**config.mk**
```make
export PLATFORM = sky130hd
export DESIGN_NAME = operand_sequencer_flat
export DESIGN_NICKNAME = d
export VERILOG_FILES = /design/src/rtl/calc_pkg.sv /design/src/rtl/operand_sequencer_if.sv /design/src/rtl/btn_debounce.sv /design/src/rtl/operand_sequencer.sv /design/src/flat_wrapper.sv
export SDC_FILE = /design/constraint.sdc
export NUM_CORES = 1
export LEC_CHECK = 0
export CORE_ASPECT_RATIO = 0.75
export CORE_MARGIN = 3
export CORE_UTILIZATION = 56
export DETAILED_ROUTE_END_ITERATION = 12
export GPL_ROUTABILITY_DRIVEN = 0
export GPL_TIMING_DRIVEN = 0
export PLACE_DENSITY_LB_ADDON = 0.08
export SYNTH_ARGS = -nofsm -noshare
export SYNTH_HDL_FRONTEND = slang
export SYNTH_SLANG_ARGS = --single-unit
```
**constraint.sdc**
```tcl
create_clock -name clk -period 6.6 [get_ports clk]
set_clock_uncertainty 0.1 [all_clocks]
set_input_delay 1.65 -clock clk [delete_from_list [all_inputs] [get_ports clk]]
set_output_delay 1.65 -clock clk [all_outputs]
set_load 0.005 [all_outputs]
```
**src/rtl/calc_pkg.sv**
```systemverilog
// Shared types for the half-precision calculator front end: sequencer states,
// LED phase codes and the default operand width.
package calc_pkg;

    localparam int DEFAULT_WIDTH = 16;

    typedef enum logic [2:0] {
        CAP_A     = 3'd0,
        CAP_B     = 3'd1,
        ISSUE     = 3'd2,
        WAIT_DONE = 3'd3,
        SHOW      = 3'd4
    } state_t;

    localparam logic [1:0] PHASE_CAP_A = 2'd0;
    localparam logic [1:0] PHASE_CAP_B = 2'd1;
    localparam logic [1:0] PHASE_RUN   = 2'd2;
    localparam logic [1:0] PHASE_SHOW  = 2'd3;

    // ISSUE and WAIT_DONE share one LED code
    function automatic logic [1:0] phase_of(input state_t s);
        case (s)
            CAP_A:            phase_of = PHASE_CAP_A;
            CAP_B:            phase_of = PHASE_CAP_B;
            ISSUE, WAIT_DONE: phase_of = PHASE_RUN;
            SHOW:             phase_of = PHASE_SHOW;
            default:          phase_of = PHASE_CAP_A;
        endcase
    endfunction

endpackage

```
**src/rtl/operand_sequencer_if.sv**
```systemverilog
// Board-side bundle of the operand sequencer: button, switches, core handshake
// and LED status.
interface operand_sequencer_if
    import calc_pkg::*;
#(
    parameter int WIDTH = DEFAULT_WIDTH
);
    logic             enable;
    logic [WIDTH-1:0] switches;
    logic             core_ready;
    logic [WIDTH-1:0] opa;
    logic [WIDTH-1:0] opb;
    logic             start;
    logic             busy;
    logic             result_valid;
    logic             timeout;
    logic [1:0]       phase;

    // The sequencer issues work to the core, so it is the master
    modport master (
        input  enable, switches, core_ready,
        output opa, opb, start, busy, result_valid, timeout, phase
    );

    modport slave (
        output enable, switches, core_ready,
        input  opa, opb, start, busy, result_valid, timeout, phase
    );

endinterface

```
**src/rtl/btn_debounce.sv**
```systemverilog
// Pushbutton conditioner: 2-flop synchroniser, stability counter and a
// one-cycle rising-edge press pulse. Reusable for any board button.
module btn_debounce #(
    parameter int DEBOUNCE_CYCLES = 500000
) (
    input  logic clk,
    input  logic rst,
    input  logic btn_raw,
    output logic level,
    output logic press
);

    localparam int CW = (DEBOUNCE_CYCLES > 1) ? $clog2(DEBOUNCE_CYCLES) : 1;
    localparam logic [CW-1:0] CNT_LAST = CW'(DEBOUNCE_CYCLES - 1);

    logic          sync_p0;
    logic          sync_p1;
    logic          level_d;
    logic [CW-1:0] cnt;

    // Any return to the accepted level restarts the count, so bounce never accumulates
    always_ff @(posedge clk or posedge rst) begin
        if (rst) begin
            sync_p0 <= 1'b0;
            sync_p1 <= 1'b0;
            level   <= 1'b0;
            level_d <= 1'b0;
            cnt     <= '0;
        end else begin
            sync_p0 <= btn_raw;
            sync_p1 <= sync_p0;
            level_d <= level;
            if (sync_p1 != level) begin
                if (cnt == CNT_LAST) begin
                    level <= sync_p1;
                    cnt   <= '0;
                end else begin
                    cnt <= cnt + CW'(1);
                end
            end else begin
                cnt <= '0;
            end
        end
    end

    assign press = level & ~level_d;

endmodule

```
**src/rtl/operand_sequencer.sv**
```systemverilog
// Calculator front end: successive debounced presses latch operand A then B,
// fire a one-cycle start to the FP core and wait for ready under a watchdog.
module operand_sequencer
    import calc_pkg::*;
#(
    parameter int WIDTH           = DEFAULT_WIDTH,
    parameter int DEBOUNCE_CYCLES = 500000,
    parameter int TIMEOUT_CYCLES  = 1024
) (
    input  logic clk,
    input  logic rst,
    operand_sequencer_if.master bus
);

    localparam int TW = (TIMEOUT_CYCLES > 1) ? $clog2(TIMEOUT_CYCLES) : 1;
    localparam logic [TW-1:0] TCNT_LAST = TW'(TIMEOUT_CYCLES - 1);

    logic press;
    logic level;
    logic take;

    state_t           state, state_n;
    logic [WIDTH-1:0] opa_q, opa_n;
    logic [WIDTH-1:0] opb_q, opb_n;
    logic             rv_q, rv_n;
    logic             to_q, to_n;
    logic [TW-1:0]    tcnt, tcnt_n;
    logic             start_q;
    logic             busy_q;
    logic [1:0]       phase_q;

    btn_debounce #(
        .DEBOUNCE_CYCLES (DEBOUNCE_CYCLES)
    ) u_enable_db (
        .clk     (clk),
        .rst     (rst),
        .btn_raw (bus.enable),
        .level   (level),
        .press   (press)
    );

    assign take = press & level;

    always_comb begin
        state_n = state;
        opa_n   = opa_q;
        opb_n   = opb_q;
        rv_n    = rv_q;
        to_n    = to_q;
        tcnt_n  = tcnt;
        case (state)
            CAP_A: begin
                if (take) begin
                    opa_n   = bus.switches;
                    state_n = CAP_B;
                end
            end
            CAP_B: begin
                if (take) begin
                    opb_n   = bus.switches;
                    state_n = ISSUE;
                end
            end
            ISSUE: begin
                tcnt_n  = '0;
                state_n = WAIT_DONE;
            end
            WAIT_DONE: begin
                // Ready on the expiry cycle still counts as a normal finish
                if (bus.core_ready) begin
                    rv_n    = 1'b1;
                    state_n = SHOW;
                end else if (tcnt == TCNT_LAST) begin
                    to_n    = 1'b1;
                    state_n = SHOW;
                end else begin
                    tcnt_n = tcnt + TW'(1);
                end
            end
            SHOW: begin
                if (take) begin
                    rv_n    = 1'b0;
                    to_n    = 1'b0;
                    opa_n   = bus.switches;
                    state_n = CAP_B;
                end
            end
            default: state_n = CAP_A;
        endcase
    end

    // Status outputs are registered from the next state so LEDs never glitch
    always_ff @(posedge clk or posedge rst) begin
        if (rst) begin
            state   <= CAP_A;
            opa_q   <= '0;
            opb_q   <= '0;
            rv_q    <= 1'b0;
            to_q    <= 1'b0;
            tcnt    <= '0;
            start_q <= 1'b0;
            busy_q  <= 1'b0;
            phase_q <= PHASE_CAP_A;
        end else begin
            state   <= state_n;
            opa_q   <= opa_n;
            opb_q   <= opb_n;
            rv_q    <= rv_n;
            to_q    <= to_n;
            tcnt    <= tcnt_n;
            start_q <= (state_n == ISSUE);
            busy_q  <= (state_n == ISSUE) || (state_n == WAIT_DONE);
            phase_q <= phase_of(state_n);
        end
    end

    assign bus.opa          = opa_q;
    assign bus.opb          = opb_q;
    assign bus.start        = start_q;
    assign bus.busy         = busy_q;
    assign bus.result_valid = rv_q;
    assign bus.timeout      = to_q;
    assign bus.phase        = phase_q;

endmodule

```
**src/flat_wrapper.sv**
```systemverilog
// flat-port wrapper written by rule: the top's interface ports become plain ports
module operand_sequencer_flat import calc_pkg::*;
#(
    parameter int WIDTH           = DEFAULT_WIDTH,
    parameter int DEBOUNCE_CYCLES = 500000,
    parameter int TIMEOUT_CYCLES  = 1024
)
  (clk, rst, bus_enable, bus_switches, bus_core_ready, bus_opa, bus_opb, bus_start, bus_busy, bus_result_valid, bus_timeout, bus_phase);
  operand_sequencer_if #(.WIDTH(WIDTH)) bus_i ();
  input  logic clk;
  input  logic rst;
  input wire logic [$bits(bus_i.enable)-1:0] bus_enable;
  input wire logic [$bits(bus_i.switches)-1:0] bus_switches;
  input wire logic [$bits(bus_i.core_ready)-1:0] bus_core_ready;
  output wire logic [$bits(bus_i.opa)-1:0] bus_opa;
  output wire logic [$bits(bus_i.opb)-1:0] bus_opb;
  output wire logic [$bits(bus_i.start)-1:0] bus_start;
  output wire logic [$bits(bus_i.busy)-1:0] bus_busy;
  output wire logic [$bits(bus_i.result_valid)-1:0] bus_result_valid;
  output wire logic [$bits(bus_i.timeout)-1:0] bus_timeout;
  output wire logic [$bits(bus_i.phase)-1:0] bus_phase;
  assign bus_i.enable = bus_enable;
  assign bus_i.switches = bus_switches;
  assign bus_i.core_ready = bus_core_ready;
  assign bus_opa = bus_i.opa;
  assign bus_opb = bus_i.opb;
  assign bus_start = bus_i.start;
  assign bus_busy = bus_i.busy;
  assign bus_result_valid = bus_i.result_valid;
  assign bus_timeout = bus_i.timeout;
  assign bus_phase = bus_i.phase;
  operand_sequencer #(.WIDTH(WIDTH), .DEBOUNCE_CYCLES(DEBOUNCE_CYCLES), .TIMEOUT_CYCLES(TIMEOUT_CYCLES)) u_core (.clk(clk), .rst(rst), .bus(bus_i));
endmodule
```
# Word level (Yosys, flattened, before mapping)
# Cells that the tools add are included.
# W data, S select, Z words.
[totals]
ff_bits = 74
out_inout_bits = 38
in_bits = 20
[classes]
reduce_logical = 12
add_sub_neg = 2
n_bitwise = 3
n_mux = 17
n_eq_ne = 16
[op_table]
columns = ["op", "count"]
rows = [
  ["$mux W19", 2],
  ["$mux W10", 2],
  ["$pmux W10 S2", 1],
  ["$add A19 B1 Y19 const B", 1],
  ["$eq A19 B19 Y1 const B", 1],
  ["$eq A3 B2 Y1 const B", 4],
  ["$mux W3", 4],
  ["$pmux W3 S4", 1],
  ["$add A10 B1 Y10 const B", 1],
  ["$eq A10 B10 Y1 const B", 1],
  ["$eq A3 B1 Y1 const B", 2],
  ["$eq A3 B3 Y1 const B", 2],
  ["$ne A2 B2 Y1 const B", 3],
  ["$pmux W2 S3", 1],
  ["$reduce_and A2 Y1", 3],
  ["$reduce_and A3 Y1", 2],
  ["$mux W1", 4],
  ["$ne A2 B1 Y1 const B", 2],
  ["$pmux W1 S2", 2],
  ["$reduce_and A4 Y1", 1],
  ["$reduce_bool A2 Y1", 2],
  ["$reduce_or A2 Y1", 2],
  ["$logic_not A3 Y1", 1],
  ["$and A1 B1 Y1", 2],
  ["3 further kinds", 3],
]

# Depth between registers and ports, before layout
[logic_depth]
word_depth = 8
mapped_depth = 6

# Modules after synthesis
# From an unflattened synthesis, not the netlist that was laid out.
[unflattened]
hier_cells = 271
area_unflattened_um2 = 3298.2
[modules_own_cells]
columns = ["module", "n_inst", "area_each_um2", "cells_per_inst", "seq_area_each_um2"]
rows = [
  ["operand_sequencer", 1, 2175.8, 166, 1276.2],
  ["btn_debounce", 1, 1122.3, 105, 575.6],
]

# Least setup slack after synthesis
# Ideal clock, no wire load.
[synth_timing]
path_kind = "input -> register"
start = "input bus_core_ready"
end = "register u_core.tcnt[9]"
setup_slack_ns = 3.717
arrival_ns = 2.705
n_path_buf = 0
cell_stages = 4
cell_sequence = "nor3b_1 > nand4_1 > or4_1 > a21oi_1"
[synth_between]
elab_chain_cells = 2
[synth_rtl]
columns = ["item", "line", "source"]
rows = [
  ["start: declaration", "flat_wrapper.sv:14", "input wire logic [$bits(bus_i.core_ready)-1:0] bus_core_ready;"],
  ["$ne A2 B2 Y1 (no line)", "--", ""],
  ["$reduce_and A3 Y1 (no line)", "--", ""],
  ["end signal: assignment", "operand_sequencer.sv:110", "tcnt <= tcnt_n;"],
  ["end: declaration", "operand_sequencer.sv:27", "logic [TW-1:0] tcnt, tcnt_n;"],
]
# No other way between the ends.
# A chain may end at the register's enable or synchronous reset.

# Final worst setup path
# Same ends and word-level chain as after synthesis.

==> impl_metrics.env <==
export IMPL_run_status="complete, no violations"
export IMPL_critPathRequiredTime_ns=6.77
export IMPL_cts_resized_gates=0
export IMPL_cts_tree="built"
export IMPL_detail_route_antenna_nets=0
export IMPL_io_buffer_count=57
export IMPL_timing_reg2reg_worst_path_depth=4
export IMPL_setup_violations=0
export IMPL_maxCapViolations=0
export IMPL_htreeDepth=3
export IMPL_finalHoldViolations=0
export IMPL_p_leak_nw=1.79
export IMPL_net_switching_power_w=0.000194
export IMPL_detail_route_wl_per_cell_um=14.8
export IMPL_cts_root_buf="sky130_fd_sc_hd__clkbuf_8"
export IMPL_seq_area_frac_synth_pct=57.9
export IMPL_die_w_um=93.2
export IMPL_hold_path_startpoint="u_core.u_enable_db.sync_p0"
export IMPL_slowest_stage="sky130_fd_sc_hd__clkdlybuf4s50_1"
export IMPL_min_delay_worst_endpoint="u_core.u_enable_db.sync_p1"
export IMPL_switching_share_pct=22.7
export IMPL_routed_wl_mm=6.19
export IMPL_via_count_of_the_first_global_routing_pass=2270
export IMPL_ys_async_sr_fraction_pct=100
export IMPL_floorplan_io_pins=58
export IMPL_post_cts_repair_setup_buffers=0
export IMPL_grt_first_pass_wirelength_mm=10.5
export IMPL_total_neg_setup_slack_ns=0
export IMPL_post_layout_total_power_w=0.000858
export IMPL_drive_above_1_share_pct=16.6
export IMPL_area_growth_syn_to_layout_pct=27.1
export IMPL_seq_area_um2=1850
export IMPL_rows=23
export IMPL_drc_violation_count_after_routing=0
export IMPL_floorplan_die_area_um2=6660
export IMPL_timing_critical_path_arrival_ns=3.48
export IMPL_path_delay_family="simple AND/OR/NAND/NOR gates"
export IMPL_worst_hold_path_type="reg2reg"
export IMPL_netlist_area_um2=3200
export IMPL_yosys_cell_types_count=41
export IMPL_share_comb_of_total_power_pct=5.2
export IMPL_reg2reg_slack_ns=4.43
export IMPL_critical_path_peak_fanout=7
export IMPL_critical_path_class="in2reg"
export IMPL_place_detailed_hpwl_mm=4.39
export IMPL_regToRegStartpoint="u_core.state[1]"
export IMPL_layout_filler_cells=374
export IMPL_syn_area_per_cell_um2=11.8
export IMPL_ctsLongestPathBuffers=2
export IMPL_rsz0062_at_grt="no"
export IMPL_cts_made_buffers=9
export IMPL_timing_critical_path_cells="clkdlybuf4s50_1 > nor3b_1 > nand4_1 > or4_1 > a21oi_1"
export IMPL_grt_remaining_overflow=0
export IMPL_post_route_fraction_of_the_period_consumed_by_the_critical_path_pct=50.2
export IMPL_synth_enable_flop_cells=0
export IMPL_clk_sink_count=74
export IMPL_final_layout_net_count=360
export IMPL_crit_path_launch_type="primary input"
export IMPL_num_antenna_cells=0
export IMPL_avg_vias_per_cell=5.48
export IMPL_p_int_w=0.000664
export IMPL_peakVddDrop_mv=0.150
export IMPL_ys_warnings_count=0
export IMPL_routed_via_count=2289
export IMPL_globalRouteTotalUtil_pct=20.6
export IMPL_max_slew_margin_rel_pct=41.9
export IMPL_leading_cell_type_in_the_layout_fill_and_taps_excluded="sky130_fd_sc_hd__dfrtp_1"
export IMPL_synth_seq_cells=74
export IMPL_drt_iter0_markers=77
export IMPL_seqPwrFrac_pct=54.1
export IMPL_clock_power_share_pct=40.7
export IMPL_die_h_um=71.4
export IMPL_drtPass1Iterations=4
export IMPL_critical_path_endpoint_type="register"
export IMPL_min_period_ns=3.31
export IMPL_clock_insertion_delay_at_the_later_pin_of_the_skew_report_ns=0.35
export IMPL_multi_input_area_um2=1280
export IMPL_coreArea_um2=5440
export IMPL_layout_common_cells="sky130_fd_sc_hd__dfrtp_1 (74), sky130_fd_sc_hd__clkdlybuf4s50_1 (57), sky130_fd_sc_hd__mux2_2 (33)"
export IMPL_critical_path_buffers_and_inverters=1
export IMPL_tightestPinTransition_ns=0.871
export IMPL_max_stage_delay_ns=0.54
export IMPL_initial_cell_density_of_the_core_pct=58.8
export IMPL_timing_rr_end="u_core.bus.opa[15]"
export IMPL_whs_path_depth=0
export IMPL_maxSlewViolCount=0
export IMPL_hold_buffers=0
export IMPL_grt_antenna_before_repair=0
export IMPL_path_clk_slew_ns=0.08
export IMPL_maxClockFrequency_mhz=302
export IMPL_number_of_nets_in_the_synthesized_netlist=292
export IMPL_synthCells=270
export IMPL_synth_main_ff_cell="sky130_fd_sc_hd__dfrtp_1"
export IMPL_power_per_cell_area_nw_per_um2=211
export IMPL_grt_max_degree=75
==> power groups by stage <==
| stage | clock [W] | sequential (W) | combinational, W |
|---|---|---|---|
| final | 0.000349 | 0.000464 | 0.0000443 |
| after global placement | 0 | 0.000473 | 0.0000444 |
| after floorplan | 0 | 0.000473 | 0.0000168 |
| after detailed placement | 0 | 0.000473 | 0.0000453 |
| after CTS | 0.000359 | 0.000464 | 0.0000456 |
| after global routing | 0.000384 | 0.000465 | 0.0000495 |
==> metal layers <==
layer	share of wire, %	track usage [%]
met3	10	11.8
met5	0	0
met2	43	29.2
met1	46	27.5
met4	1.0	5.53
==> synthesized netlist by cell type, drive strengths merged (2+ instances only) <==
cell type  count  area [µm²]
dfrtp         74        1850
mux2          33         372
nor2          30         113
nand2         14        52.6
xnor2         12         105
nand4          9        71.3
nand3          8        40.0
nor3           8        45.0
o21ai          8        40.0
a21oi          7        35.0
inv            7        26.3
clkbuf         6        23.8
xor2           5        43.8
and2           4        25.0
or4            4        33.8
and3           3        18.8
buf            3        15.0
nand2b         3        18.8
nand3b         3        22.5
nor4           3        18.8
o31ai          3        22.5
a22o           2        17.5
a31oi          2        12.5
a41o           2        20.0
and4           2        17.5
ha             2        25.0
nor2b          2        12.5
nor4b          2        17.5
or3            2        12.5
==> metrics by stage <==
step           cells  area [µm²]  hold WS, ns  worst slack, ns  util [%]
6_report         418        4060        0.263             3.29      74.7
5_1_grt          418        4060        0.287             3.22      74.7
4_1_cts          418        4060        0.269             3.32      74.7
3_5_place_dp     402        3860        0.239             2.97      71.0
3_3_place_gp     402        3860        0.232             1.80      71.0
2_1_floorplan    270        3200        0.231             2.97         -
==> cell type report <==
class | count | area share (%)
plain buffers | 9 | 0.955
clock buffers | 10 | 3.14
clock inverters | 6 | 1.79
inverters | 7 | 0.708
multi-input cells | 180 | 31.5
flip-flops and latches | 74 | 45.6
well taps | 75 | 2.31
repair buffers | 57 | 14.0
==> logic make-up after synthesis <==
| kind of cell | Yosys count | share of synthesized area (%) |
|---|---|---|
| flip-flops | 74 | 57.9 |
| multiplexers | 34 | 11.9 |
| XOR/XNOR | 17 | 4.66 |
| AND/OR/NAND/NOR | 101 | 17.5 |
| buffers and inverters | 16 | 2.04 |
| adder cells (fa/ha/maj) | 2 | 0.783 |
| AO/OA/AOI/OAI | 26 | 5.17 |
==> flip-flops by register name, indices dropped and copies added (netlist names) <==
name / cells
u_core.bus.busy: 1
u_core.u_enable_db.level: 1
u_core.bus.timeout: 1
u_core.tcnt: 10
u_core.bus.opb: 16
u_core.state: 3
u_core.bus.opa: 16
u_core.u_enable_db.level_d: 1
u_core.bus.result_valid: 1
u_core.u_enable_db.cnt: 19
u_core.u_enable_db.sync_p0: 1
u_core.bus.start: 1
u_core.bus.phase: 2
u_core.u_enable_db.sync_p1: 1
==> worst register-to-register path, stage by stage (launching register included) <==
cell and delay [ns]:
sky130_fd_sc_hd__dfrtp_1 0.36, sky130_fd_sc_hd__clkbuf_2 0.16, sky130_fd_sc_hd__nor3_2 0.69, sky130_fd_sc_hd__buf_2 0.39, sky130_fd_sc_hd__mux2_2 0.37
==> worst max path at each step <==
stage                   startpoint                   endpoint  slack [ns]  depth (start not counted)
floorplan                      rst            u_core.bus.busy        2.97                          1
global placement               rst  u_core.u_enable_db.cnt[3]        1.80                          2
detailed placement  bus_core_ready             u_core.tcnt[9]        2.97                          5
CTS                 bus_core_ready             u_core.tcnt[9]        3.32                          5
global route        bus_core_ready             u_core.tcnt[9]        3.22                          5
finish              bus_core_ready             u_core.tcnt[9]        3.29                          5
(Power assumes the default switching activity.)
